`config.mk`:
```
export PLATFORM = sky130hd
export DESIGN_NAME = jtcop_dtack
export DESIGN_NICKNAME = d
export VERILOG_FILES = /design/src/rtl/jtcop_dtack.sv
export SDC_FILE = /design/constraint.sdc
export NUM_CORES = 1
export LEC_CHECK = 0
export CORE_AREA = 2 2 46 48
export DETAILED_ROUTE_END_ITERATION = 12
export DIE_AREA = 0 0 48 50
export PLACE_DENSITY = 0.91
export SETUP_SLACK_MARGIN = 0.1
export SLEW_MARGIN = 20
export SYNTH_ARGS = -nofsm -noshare
export SYNTH_HDL_FRONTEND = slang
export SYNTH_SLANG_ARGS = --single-unit
```
`constraint.sdc`:
```
create_clock -name clk -period 6.45 [get_ports clk]
set_clock_uncertainty 0.1 [all_clocks]
set_input_delay 0.645 -clock clk [delete_from_list [all_inputs] [get_ports clk]]
set_output_delay 0.645 -clock clk [all_outputs]
set_load 0.005 [all_outputs]
```
`src/rtl/jtcop_dtack.sv`:
```
// 68000 DTACK generator with fractional CPU clock enables. Ticks swallowed
// while the CPU waits on SDRAM are owed and repaid once the access ends.
module jtcop_dtack #(
  parameter int NUM = 5,
  parameter int DEN = 12,
  parameter int W   = 5
) (
  input  logic clk,
  input  logic rst,
  input  logic ASn,
  input  logic bus_cs,
  input  logic bus_ok,
  output logic DTACKn,
  output logic cpu_cen,
  output logic cpu_cenb
);

  typedef enum logic [1:0] {
    IDLE,
    WAIT,
    ACK
  } state_t;

  state_t       state_q, state_d;
  logic [W-1:0] acc_q, acc_d;
  logic [W:0]   acc_sum;
  logic         nat_tick;
  logic         as_l_q;
  logic         as_fall;
  logic [1:0]   ok_cnt_q, ok_cnt_d;
  logic [3:0]   owed_q, owed_d;
  logic         phase_q, phase_d;
  logic         dtackn_q, dtackn_d;
  logic         cen_q, cenb_q;
  logic         cen_d, cenb_d;
  logic         emit;
  logic         in_wait;

  assign acc_sum  = {1'b0, acc_q} + (W+1)'(NUM);
  assign nat_tick = (acc_sum >= (W+1)'(DEN));
  assign acc_d    = nat_tick ? W'(acc_sum - (W+1)'(DEN)) : acc_sum[W-1:0];
  assign as_fall  = !ASn && as_l_q;

  // NOTE: every signal gets a default before the case so no latch is inferred.
  always_comb begin
    state_d  = state_q;
    ok_cnt_d = ok_cnt_q;
    dtackn_d = dtackn_q;
    case (state_q)
      IDLE: begin
        dtackn_d = 1'b1;
        if (as_fall) begin
          state_d  = bus_cs ? WAIT : ACK;
          ok_cnt_d = 2'd0;
        end
      end
      WAIT: begin
        if (ASn) begin
          state_d  = IDLE;
          dtackn_d = 1'b1;
        end else if (bus_ok) begin
          ok_cnt_d = ok_cnt_q + 2'd1;
          if (ok_cnt_d == 2'd2) begin
            state_d  = ACK;
            dtackn_d = 1'b0;
          end
        end else begin
          ok_cnt_d = 2'd0;
        end
      end
      ACK: begin
        dtackn_d = ASn;
        if (ASn) state_d = IDLE;
      end
      default: begin
        state_d  = IDLE;
        dtackn_d = 1'b1;
      end
    endcase
  end

  // Suppression looks at the next state so a tick on the WAIT entry edge is owed.
  assign in_wait = (state_d == WAIT);

  always_comb begin
    emit   = 1'b0;
    owed_d = owed_q;
    if (in_wait) begin
      if (nat_tick && owed_q != 4'hF) owed_d = owed_q + 4'd1;
    end else if (nat_tick) begin
      emit = 1'b1;
    end else if (owed_q != 4'd0 && !(cen_q || cenb_q)) begin
      emit   = 1'b1;
      owed_d = owed_q - 4'd1;
    end
    cen_d   = emit && !phase_q;
    cenb_d  = emit && phase_q;
    phase_d = emit ? !phase_q : phase_q;
  end

  // NOTE: sequential state uses non-blocking assignments only.
  always_ff @(posedge clk) begin
    if (rst) begin
      state_q  <= IDLE;
      acc_q    <= '0;
      as_l_q   <= 1'b1;
      ok_cnt_q <= 2'd0;
      owed_q   <= 4'd0;
      phase_q  <= 1'b0;
      dtackn_q <= 1'b1;
      cen_q    <= 1'b0;
      cenb_q   <= 1'b0;
    end else begin
      state_q  <= state_d;
      acc_q    <= acc_d;
      as_l_q   <= ASn;
      ok_cnt_q <= ok_cnt_d;
      owed_q   <= owed_d;
      phase_q  <= phase_d;
      dtackn_q <= dtackn_d;
      cen_q    <= cen_d;
      cenb_q   <= cenb_d;
    end
  end

  assign DTACKn   = dtackn_q;
  assign cpu_cen  = cen_q;
  assign cpu_cenb = cenb_q;

endmodule

```
== Yosys cells after proc, flatten, opt, wreduce, memory -nomap -nowiden ==
Cells that the tools add are included.

* Register bits after elaboration: 18
* Word-level logic and storage cells: 65
* Input port bits: 5

* Order comparisons: 1
* Reduce and logical (&&, ||, !) cells: 16
* Mux-type cells: 23
* Equal/unequal tests: 11
* Add/subtract/negate cells: 5

{| class="wikitable"
|+ Operator list
! operator !! count
|-
| 2-bit two-way mux || 9
|-
| 4-bit two-way mux || 4
|-
| 5-bit by 3-bit adder with 6-bit output (second input constant) || 1
|-
| 6-bit by 4-bit greater-or-equal comparator with 1-bit output (second input constant) || 1
|-
| 1-bit two-way mux || 6
|-
| 3-bit inequality test (second input constant) || 2
|-
| 2-bit one-hot mux with 3 select lines || 1
|-
| 3-bit AND reduction || 2
|-
| 1-bit logical AND || 5
|-
| 5-bit two-way mux || 1
|-
| 5-bit by 4-bit subtractor with 5-bit output (second input constant) || 1
|-
| 4-bit by 1-bit adder with 4-bit output (second input constant) || 1
|-
| 2-bit by 1-bit == test with 1-bit output (second input constant) || 2
|-
| 2-bit == test (second input constant) || 2
|-
| 2-bit by 1-bit inequality test with 1-bit output (second input constant) || 2
|-
| 2-bit inequality test (second input constant) || 2
|-
| 4-bit inequality test (second input constant) || 1
|-
| 2-bit one-hot mux with 2 select lines || 1
|-
| 2-bit nonzero test || 2
|-
| 4-bit nonzero test || 1
|-
| 4-bit by 1-bit subtractor with 4-bit output (second input constant) || 1
|-
| 1-bit zero test || 3
|-
| 2-bit by 1-bit adder with 2-bit output (second input constant) || 1
|-
| 2-bit zero test || 1
|-
| other kinds (3) || 3
|}

== Longest topological paths before layout ==
Gate-level depths: netlist of run 1.

* Word-level depth: 9
* Mapped depth: 12

== Worst setup path after synthesis of run 1 ==
No wires, ideal clock.

* Kind: register to register
* Start point: reg state_q[0]
* End point: reg owed_q[3]
* Period minus slack after synthesis: 2.980 ns
* Setup time: 0.123 ns
* Stages on the path, launching flop included: 13
* Setup slack: 3.470 ns
* Required time: 6.227 ns
* Data arrival time: 2.757 ns
* Cells stage by stage: dfxtp_1 inv_1 ha_1 nor4bb_1 a31o_1 a211oi_4 inv_4 ha_1 a21o_1 a21o_1 or3_1 mux2i_1 mux2_1

* Word-level cells in the longest chain between the ends: 7
* Elaborated cells between the ends (all ways): 15

{| class="wikitable"
|+ Ends and longest elaborated chain
! item !! line !! source
|-
| start: declaration || 24 || <nowiki>state_t state_q, state_d;</nowiki>
|-
| start signal: assignment || 114 || <nowiki>state_q <= state_d;</nowiki>
|-
| 2-bit two-way mux || 63 || <nowiki>if (ok_cnt_d == 2'd2) begin</nowiki>
|-
| 2-bit two-way mux || 61 || <nowiki>end else if (bus_ok) begin</nowiki>
|-
| 2-bit two-way mux || 58 || <nowiki>if (ASn) begin</nowiki>
|-
| 2-bit one-hot mux with 3 select lines * || 49 || <nowiki>case (state_q)</nowiki>
|-
| 2-bit by 1-bit == test with 1-bit output * || 83 || <nowiki>assign in_wait = (state_d == WAIT);</nowiki>
|-
| 2-bit by 1-bit inequality test with 1-bit output (no line) or 2-bit nonzero test (tied branches) || -- ||
|-
| 3-bit AND reduction (no line) || -- ||
|-
| end signal: assignment || 118 || <nowiki>owed_q <= owed_d;</nowiki>
|-
| end: declaration || 31 || <nowiki>logic [3:0] owed_q, owed_d;</nowiki>
|}

Every way passes the cells marked *; elsewhere a longest branch is shown, timed or not.
A chain may end at the register's enable or synchronous reset.

== Worst setup path after layout of run 1 ==
* Start point: in ASn
* End point: reg owed_q[3]

* Word-level cells in the longest chain between the ends: 7
* Elaborated cells between the ends (all ways): 12

{| class="wikitable"
|+ Ends and longest elaborated chain
! item !! line !! source
|-
| start: declaration || 10 || <nowiki>input logic ASn,</nowiki>
|-
| 1-bit zero test || 42 || <nowiki>assign as_fall = !ASn && as_l_q;</nowiki>
|-
| 1-bit logical AND || 42 ||
|-
| 2-bit two-way mux || 52 || <nowiki>if (as_fall) begin</nowiki>
|-
| 2-bit one-hot mux with 3 select lines * || 49 ||
|-
| 2-bit by 1-bit == test with 1-bit output * || 83 ||
|-
| 2-bit by 1-bit inequality test with 1-bit output (no line) or 2-bit nonzero test (tied branches) || -- ||
|-
| 3-bit AND reduction (no line) || -- ||
|}

Marks and branches as above.

==> metrics.txt, run 1 <==
outcome=completed; share of Yosys cell area claimed by the top area cell type=0.321; wire length reported by the detailed router=between 1.5 and 2 mm; combined global-route utilization of all metal layers=0.191; max-cap check violation count=0; total leakage power=0.519 nW; CTS Hold Buffers Added=0; Clk Tree Root Cell=clkbuf_4; most frequently used cell type in the post-synthesis netlist=dfxtp_1; endpoint required time on the critical path=around 6.5 ns; CTS tree=yes; placed cells=151; compound-cell area share of the yosys netlist=0.134; capturing element type of the critical path=flop; Die Width=approximately 48 um; post-synthesis to final-layout area growth=11.8%; Post-Syn Instances=119; Register-to-Register Path Depth=12; most common library cells after synthesis=dfxtp_1 (18), nor2_1 (17), ha_1 (10); Power per Cell Area=344 mW/mm^2; part of the power in registers=0.359; Post-Synth Adder-Cell Area=0.129; total net switching power=approximately 160 uW; number of instances resized during post-cts repair=0; antenna violations before repair=0; Post-synth ARST share=0; transition time of the tightest slew-check pin=0.695 ns; crit-path max FO=8; standard-cell row count=16; number of synthesized register bits=18; vertical extent of the die=50 um; number of input and output port buffers inserted=7; average wire per cell in the routed design=about 12 um; fraction of the mapped netlist area in simple logic gates=0.237; cells taking the most area after synthesis=dfxtp_1 (32%), ha_1 (11%), nor2_1 (5.7%); length of the first detailed-routing pass in iterations=4; Worst Hold Slack=roughly 0.38 ns; worst hold path stage count=1; kind of critical path=in -> reg; setup repair after global routing missed its margin=false; Die Outline Area=~0.0024 mm^2; routed vias/inst=roughly 5.5; cell area after synthesis=between 0.001 and 0.0015 mm^2; Internal Power=roughly 280 uW; global-route wire length before repair=between 3 and 4 mm; class of the tightest hold or removal check=reg -> reg; Non-Filler Instances=155; total nets after synthesis=roughly 140; Max Clock Freq=0.300 GHz; headroom to the max-slew limit=0.535; Period minus WS final=3.34 ns; Gate power share=0.484; Setup Fix Bufs, Post-CTS=0; final RePlAce weighted congestion=between 0.8 and 0.9; remaining antenna violation count after routing=0; count of nets after finishing=between 100 and 150; finished layout cell area=~0.0013 mm^2; number of hold violations in the final report=0; number of max-slew violations in the final report=0; number of H-tree levels=1; post-synthesis xor/xnor area fraction=0.0390; Most used DFF post-synth=dfxtp_1; residual DRC count=0; number of global-route vias before repair=around 860; share of the core filled with cells in the final layout=0.660; estimated wirelength of the detail-placed design=between 1 and 1.5 mm; area inside the core boundary=between 0.0015 and 0.002 mm^2; total global routing overflow=0; data arrival time at the worst-slack endpoint=between 3 and 4 ns; Clock Sink Count=18; worst vdd rail ir drop=0.000207 V; final-report setup violation count=0; main combinational cell family by area after synthesis=simple AND/OR/NAND/NOR gates; cell type with the largest total area after synthesis=dfxtp_1; pin count of the biggest net entering global routing=22; number of distinct library cells after synthesis=42; sequential cell area fraction in the yosys report=0.321; total negative setup slack=0 ns; startpoint type of the worst setup path=primary input; fraction of final layout cells with drive strength greater than 1=0.102; clock latency reported for the late side of the worst-skew pair=0.29 ns; effective utilization at floorplan=0.590; via count of the routed design=854; period utilization=0.517; multiplexer area fraction after synthesis=0.110; Clock Tree Buf Depth=2; post-place instance area=between 0.001 and 0.0015 mm^2; clock transition at the register clock pins on the worst setup and hold paths after CTS=around 0.1 ns; switching part of the total=0.360; count of boundary I/O pins=8; Detailed Route Iter0 Violations=15; number of clock buffers inserted by TritonCTS=3; EDFF count, synth=0; number of warnings printed during yosys synthesis=0; Antenna Diode Count=0; portion of total power attributed to the clock network=0.156; average cell area after synthesis=~9.4 um^2
[cell families (layout without fill, tap and decap cells)]
| kind of cell | count (synthesis) | count (layout) |
|---|---|---|
| multiplexers | 10 | 10 |
| flip-flops | 18 | 18 |
| XOR/XNOR | 5 | 5 |
| AO/OA/AOI/OAI | 20 | 20 |
| adder cells (fa/ha/maj) | 11 | 11 |
| AND/OR/NAND/NOR | 47 | 47 |
| buffers and inverters | 8 | 17 |
[path summary, 6_finish.rpt]
kind | from | end | slack (ns)
worst max-delay path | ASn | owed_q[3]$_SDFFE_PP0P_ | 3.11
worst min-delay path | acc_q[0]$_SDFF_PP0_ | acc_q[0]$_SDFF_PP0_ | 0.38
worst max register to register | state_q[0]$_SDFF_PP0_ | owed_q[3]$_SDFFE_PP0P_ | 3.25
worst min register to register | acc_q[0]$_SDFF_PP0_ | acc_q[0]$_SDFF_PP0_ | 0.38
[final cells by class]
class	count	area, um^2
Sequential cell	18	360
Multi-Input combinational cell	93	729
Clock buffer	4	36.3
Inverter	6	25.0
Timing Repair Buffer	7	70.1
Fill cell	151	647
Tap cell	27	33.8
[per-stage QoR]
step                power (mW)  setup WS (ns)
CTS                      0.439           3.11
floorplan                0.326           3.47
global route             0.473           3.01
global placement         0.359           2.86
detailed placement       0.366           2.79
finish                   0.432           3.11
[cells in the final DEF (no fill, tap or decap), drive strengths merged, types with 4 or more instances in the layout]
cell,n
clkbuf,4
ha,10
dfxtp,18
nor2,17
mux2i,7
clkdlybuf4s50,7
o21ai,5
nand2b,5
nor2b,4
inv,6
nor3,5
xnor2,5
[state kept, by name, indices dropped and copies added (netlist names)]
| name | cells |
|---|---|
| DTACKn | 1 |
| acc_q | 5 |
| as_l_q | 1 |
| cpu_cen | 1 |
| cpu_cenb | 1 |
| ok_cnt_q | 2 |
| owed_q | 4 |
| phase_q | 1 |
| state_q | 2 |
[metal layers]
metal  GRT usage  routed length [um]  vias up  share of wire
li1            -                   -      439              -
met1       0.219                 845      396           0.44
met2       0.331                 973       15           0.51
met3      0.0220                  57        4          0.030
met4      0.0901                  30        0          0.016
met5           0                   0        -              0
[power by group through the flow]
stage	sequential, mW	clock (mW)	combinational [mW]
6_report	0.155	0.0675	0.209
5_1_grt	0.158	0.0780	0.237
4_1_cts	0.155	0.0725	0.211
3_5_place_dp	0.157	0	0.209
3_3_place_gp	0.156	0	0.203
2_1_floorplan	0.153	0	0.173
[critical path: stages]
cell and delay [ns]:
clkdlybuf4s50_1 0.51, nand2b_4 0.19, a31o_1 0.25, a211oi_4 0.32, inv_4 0.10, ha_1 0.28, a21o_1 0.17, a21o_1 0.18
or3_1 0.30, mux2i_1 0.15, mux2_1 0.33
(Power assumes the default switching activity.)
==> inputs of run 2 (changes only) <==
- CORE_AREA: 2 2 46 48 -> 2 2 50 52
- DIE_AREA: 0 0 48 50 -> 0 0 52 54
- PLACE_DENSITY: 0.91 -> 0.83
- clock period: 6.45 -> 2.86 ns (I/O delays scaled with it)
==> metrics.txt, run 2 (synthesis gave the netlist of run 1 again) <==
residual DRC count=0 (unchanged); final-report setup violation count=0 (unchanged); remaining antenna violation count after routing=0 (unchanged); most common cell after layout, fill and taps aside=nor2_1 (was dfxtp_1); finished layout cell area=0.00146 mm^2 (was 0.00125 mm^2); Max Clock Freq=0.352 GHz; max-cap check violation count=0 (unchanged); average wire per cell in the routed design=13.3 um (was 12.3 um); number of global-route vias before repair=898 (was 857); total negative setup slack=0 ns (unchanged); via count of the routed design=927 (was 854); number of H-tree levels=1 (unchanged); estimated wirelength of the detail-placed design=1.60 mm (was 1.47 mm); Clock Sink Count=18 (unchanged); Clock Tree Buf Depth=2 (unchanged); startpoint type of the worst setup path=primary input (unchanged); Die Width=52 um (was 48 um); Antenna Diode Count=0 (unchanged); class of the tightest hold or removal check=reg -> reg (unchanged); Period minus WS final=about 2.8 ns; number of input and output port buffers inserted=7 (unchanged); Die Outline Area=0.00281 mm^2 (was 0.00240 mm^2); number of hold violations in the final report=0 (unchanged); crit path max-delay cell type=clkdlybuf4s50_1 (unchanged); post-place instance area=0.00132 mm^2 (was 0.00122 mm^2); data arrival time at the worst-slack endpoint=2.93 ns (was 3.41 ns); standard-cell row count=18 (was 16); number of max-slew violations in the final report=0 (unchanged); cells along the critical path=clkdlybuf4s50_1 > and4b_1 > a31oi_1 > a211oi_4 > inv_4 > ha_4 > a21o_1 > a21o_1 > or3_1 > mux2i_1 > mux2_1 (was clkdlybuf4s50_1 > nand2b_4 > a31o_1 > a211oi_4 > inv_4 > ha_1 > a21o_1 > a21o_1 > or3_1 > mux2i_1 > mux2_1); Filler Cell Count=187 (was 151); global-route wire length before repair=3.82 mm (was 3.35 mm); Power per Cell Area=726 mW/mm^2 (was 344 mW/mm^2); endpoint required time on the critical path=2.95 ns (was 6.53 ns); combined global-route utilization of all metal layers=0.184 (was 0.191); Clk Tree Root Cell=clkbuf_4 (unchanged); flip-flop count of the largest register after layout=5 (unchanged); period utilization=0.995; effective utilization at floorplan=0.484 (was 0.590); capturing element type of the critical path=flop (unchanged); clock latency reported for the late side of the worst-skew pair=0.29 ns (about the same); pin count of the biggest net entering global routing=22 (unchanged); wire length reported by the detailed router=2.28 mm (was 1.91 mm); post-synthesis to final-layout area growth=29.8% (was 11.8%); commonest non-fill, non-tap cells in the layout=nor2_1 (16), dfxtp_1 (15), buf_4 (14) (was dfxtp_1 (18), nor2_1 (17), ha_1 (10)); crit-path max FO=8 (unchanged); area inside the core boundary=0.00232 mm^2 (was 0.00190 mm^2); outcome=completed (unchanged); routed vias/inst=5.39 (was 5.51); headroom to the max-slew limit=0.524 (was 0.535); count of nets after finishing=159 (was 145); clock transition at the register clock pins on the worst setup and hold paths after CTS=0.10 ns (about the same); Detailed Route Iter0 Violations=5 (was 15); setup repair after global routing missed its margin=true (was false); fraction of final layout cells with drive strength greater than 1=0.289 (was 0.102); kind of critical path=in -> reg (unchanged); number of clock buffers inserted by TritonCTS=3 (unchanged); total global routing overflow=0 (unchanged); CP peak stage delay=0.59 ns (was 0.51 ns); antenna violations before repair=0 (unchanged); final RePlAce weighted congestion=0.795 (was 0.821); worst vdd rail ir drop=0.000533 V (was 0.000207 V); vertical extent of the die=54 um (was 50 um); total leakage power=0.596 nW (was 0.519 nW); length of the first detailed-routing pass in iterations=4 (unchanged); CTS tree=yes (unchanged); count of boundary I/O pins=8 (unchanged); crit-path most repeated cell=a21o_1 (unchanged); Top reg by flops=acc_q (unchanged); transition time of the tightest slew-check pin=0.712 ns (was 0.695 ns); largest registers in the final layout=acc_q x5, owed_q x4 (unchanged)
## run 2: layout make-up
| class | count | area, um^2 | area share |
|---|---|---|---|
| tap | 30 | 37.5 | 0.0258 |
| inverter | 6 | 30.0 | 0.0206 |
| multi-input combinational | 93 | 808 | 0.555 |
| clock buffer | 4 | 36.3 | 0.0249 |
| sequential | 18 | 369 | 0.253 |
| timing repair buffer | 21 | 175 | 0.120 |
## run 2: what timing repair did
action	in CTS	in global routing
hold buffers	0	0
pin swaps	3	5
gates resized for setup	2	8
setup buffers	6	2
setup endpoints to repair	1	4
## run 2: through the flow
stage | worst slack (ns) | hold WS, ns | instances | util | total power [mW]
2_1_floorplan | 0.0964 | 0.300 | 119 | - | 0.745
3_3_place_gp | -0.203 | 0.349 | 160 | 0.571 | 0.852
3_5_place_dp | -0.301 | 0.364 | 160 | 0.571 | 0.880
4_1_cts | 0.0137 | 0.377 | 170 | 0.608 | 1.05
5_1_grt | -0.0696 | 0.407 | 172 | 0.628 | 1.14
6_report | 0.0157 | 0.382 | 172 | 0.628 | 1.06
## run 2: critical path: cells and delay by family
family	cells	cell delay (ns)
mux	2	0.49
buf+inv	2	0.69
simple gates	2	0.53
compound gates	4	0.75
fa+ha+maj	1	0.19
## run 2: worst paths after layout
| path | to | depth (start not counted) | slack (ns) | startpoint |
|---|---|---|---|---|
| worst min register to register | cpu_cen$_SDFF_PP0_ | 1 | 0.38 | phase_q$_SDFFE_PP0P_ |
| worst min-delay path | cpu_cen$_SDFF_PP0_ | 1 | 0.38 | phase_q$_SDFFE_PP0P_ |
| worst max register to register | owed_q[3]$_SDFFE_PP0P_ | 12 | 0.02 | state_q[1]$_SDFF_PP0_ |
| worst max-delay path | owed_q[3]$_SDFFE_PP0P_ | 11 | 0.02 | ASn |
## run 2: metal layers
metal | vias to the layer above | global-route usage | share of wire
li1 | 465 | - | -
met1 | 448 | 0.199 | 0.43
met2 | 10 | 0.359 | 0.54
met3 | 4 | 0.0250 | 0.014
met4 | 0 | 0.0746 | 0.013
met5 | - | 0 | 0
## run 2: power breakdown
group          leakage [nW]  internal, mW  switching [mW]
Clock                0.0210        0.0776          0.0793
Combinational         0.425         0.301           0.248
Sequential            0.150         0.298          0.0537
==> inputs of run 3 (changes only) <==
- CORE_AREA: 2 2 50 52 -> 2 2 60 45
- DIE_AREA: 0 0 52 54 -> 0 0 62 47
- PLACE_DENSITY: 0.83 -> 0.81
==> metrics.txt, run 3 (synthesis gave the netlist of run 1 again) <==
Detailed Route Iter0 Violations=8 (was 5); number of input and output port buffers inserted=7 (unchanged); remaining antenna violation count after routing=0 (unchanged); wire length reported by the detailed router=2.26 mm (was 2.28 mm); number of max-slew violations in the final report=0 (unchanged); GR met2 Demand/Resource=0.319 (was 0.359); combined global-route utilization of all metal layers=0.180 (was 0.184); CTS tree=yes (unchanged); global-route met1 utilization=0.226 (was 0.199); slack of the worst reg-to-reg path=0.02 ns (about the same); Antenna Diode Count=0 (unchanged); worst flop-to-flop path endpoint=owed_q[3]$_SDFFE_PP0P_ (unchanged); switching part of the total=0.361 (was 0.360); capturing element type of the critical path=flop (unchanged); portion of total power attributed to the clock network=0.149 (was 0.148); count of nets after finishing=157 (was 159); number of clock buffers inserted by TritonCTS=3 (unchanged); routing layer with the top usage in global route=met2 (unchanged); number of global-route vias before repair=876 (was 898); via count of the routed design=895 (was 927); total net switching power=379 uW (was 381 uW); period utilization=0.993 (was 0.995); average wire per cell in the routed design=13.0 um (was 13.3 um); startpoint type of the worst setup path=flop (was primary input); final-report setup violation count=0 (unchanged); worst min-delay path endpoint=cpu_cen$_SDFF_PP0_ (unchanged); kind of critical path=reg -> reg (was in -> reg); Register-to-Register Path Depth=12 (unchanged); met3 capacity usage during global routing=0.0496 (was 0.0250); Power per Cell Area=734 mW/mm^2 (was 726 mW/mm^2); Design Power=1.05 mW (was 1.06 mW); Die Width=62 um (was 52 um); max-cap check violation count=0 (unchanged); effective utilization at floorplan=0.478 (was 0.484); Worst Hold Slack=0.392 ns (was 0.382 ns); worst hold path stage count=1 (unchanged); class of the tightest hold or removal check=reg -> reg (unchanged); Die Outline Area=0.00291 mm^2 (was 0.00281 mm^2); final RePlAce weighted congestion=0.814 (was 0.795); outcome=completed (unchanged); Period minus WS final=2.84 ns (about the same); worst vdd rail ir drop=0.000516 V (was 0.000533 V); estimated wirelength of the detail-placed design=1.69 mm (was 1.60 mm); antenna violations before repair=0 (unchanged); Clock Sink Count=18 (unchanged); number of H-tree levels=1 (unchanged); most common cell after layout, fill and taps aside=nor2_1 (unchanged); Top reg by flops=acc_q (unchanged); reg2reg start=state_q[0]$_SDFF_PP0_ (was state_q[1]$_SDFF_PP0_); area inside the core boundary=0.00235 mm^2 (was 0.00232 mm^2); pin count of the biggest net entering global routing=22 (unchanged); count of boundary I/O pins=8 (unchanged); Worst Hold Launch=phase_q$_SDFFE_PP0P_ (unchanged); number of hold violations in the final report=0 (unchanged); global-route wire length before repair=3.80 mm (was 3.82 mm); largest registers in the final layout=acc_q x5, owed_q x4 (unchanged); total leakage power=0.586 nW (was 0.596 nW); crit-path max FO=5 (was 8); Clk Tree Root Cell=clkbuf_4 (unchanged); fraction of final layout cells with drive strength greater than 1=0.243 (was 0.289); flip-flop count of the largest register after layout=5 (unchanged); endpoint required time on the critical path=2.95 ns (about the same); post-synthesis to final-layout area growth=27.2% (was 29.8%); clock latency reported for the late side of the worst-skew pair=0.29 ns (about the same); routed vias/inst=5.14 (was 5.39); length of the first detailed-routing pass in iterations=3 (was 4); clock transition at the register clock pins on the worst setup and hold paths after CTS=0.10 ns (about the same); commonest non-fill, non-tap cells in the layout=nor2_1 (17), dfxtp_1 (16), buf_4 (11) (was nor2_1 (16), dfxtp_1 (15), buf_4 (14)); residual DRC count=0 (unchanged); setup repair after global routing missed its margin=true (unchanged); total global routing overflow=0 (unchanged); transition time of the tightest slew-check pin=0.725 ns (was 0.712 ns); Gate power share=0.514 (was 0.519); Max Clock Freq=0.352 GHz (about the same); headroom to the max-slew limit=0.515 (was 0.524); standard-cell row count=15 (was 18); Internal Power=669 uW (was 677 uW); vertical extent of the die=47 um (was 54 um); Clock Tree Buf Depth=2 (unchanged); part of the power in registers=0.337 (was 0.333); total negative setup slack=0 ns (unchanged); data arrival time at the worst-slack endpoint=2.93 ns (about the same)
run 3: layer usage:
metal	vias to the layer above	wire (um)
met3	2	55
met2	8	1160
met5	-	0
met4	0	21
li1	461	-
met1	424	1020
run 3: how the worst max path moves through the flow:
stage / start / endpoint / slack [ns] / cells after the start
2_1_floorplan: state_q[0]$_SDFF_PP0_ / owed_q[3]$_SDFFE_PP0P_ / 0.1 / 12
3_3_place_gp: ASn / owed_q[3]$_SDFFE_PP0P_ / -0.16 / 11
3_5_place_dp: ASn / owed_q[3]$_SDFFE_PP0P_ / -0.27 / 11
4_1_cts: state_q[0]$_SDFF_PP0_ / owed_q[3]$_SDFFE_PP0P_ / 0.02 / 12
5_1_grt: state_q[0]$_SDFF_PP0_ / owed_q[3]$_SDFFE_PP0P_ / -0.09 / 12
6_report: state_q[0]$_SDFF_PP0_ / owed_q[3]$_SDFFE_PP0P_ / 0.02 / 12
run 3: cell type report:
class / count / area (um^2)
multi-input cells: 93 / 781
clock buffers: 4 / 36.3
well taps: 34 / 42.5
fillers: 200 / 918
flip-flops and latches: 18 / 368
repair buffers: 19 / 173
inverters: 6 / 27.5
run 3: power groups by stage:
stage / sequential, mW / combinational, mW / clock, mW
CTS: 0.353 / 0.540 / 0.161
detailed placement: 0.360 / 0.521 / 0
floorplan: 0.347 / 0.398 / 0
global route: 0.358 / 0.604 / 0.171
global placement: 0.355 / 0.498 / 0
finish: 0.353 / 0.539 / 0.157
run 3: timing repair:
| action | in CTS | in global routing |
|---|---|---|
| hold buffers | 0 | 0 |
| buffers inserted | 6 | 0 |
| setup endpoints to repair | 1 | 1 |
| pin swaps | 6 | 1 |
| gates resized for setup | 2 | 0 |
run 3: critical path, cell delays in order (launching register included):
cell and delay (ns):
dfxtp_4 0.39, inv_4 0.04, ha_4 0.16, nor4bb_1 0.12, a31o_1 0.24, a211oi_4 0.30
inv_4 0.08, ha_4 0.21, a21o_1 0.15, a21o_1 0.17, or3_1 0.30, mux2i_1 0.14
mux2_1 0.33
run 3: stage by stage:
stage                     cell area (um^2)  worst slack (ns)  instances  utilization
after floorplan                       1180            0.0964        119            -
after global placement                1330            -0.158        164        0.566
after detailed placement              1330            -0.269        164        0.566
after CTS                             1430            0.0159        174        0.609
after global routing                  1430           -0.0942        174        0.609
final                                 1430            0.0205        174        0.609
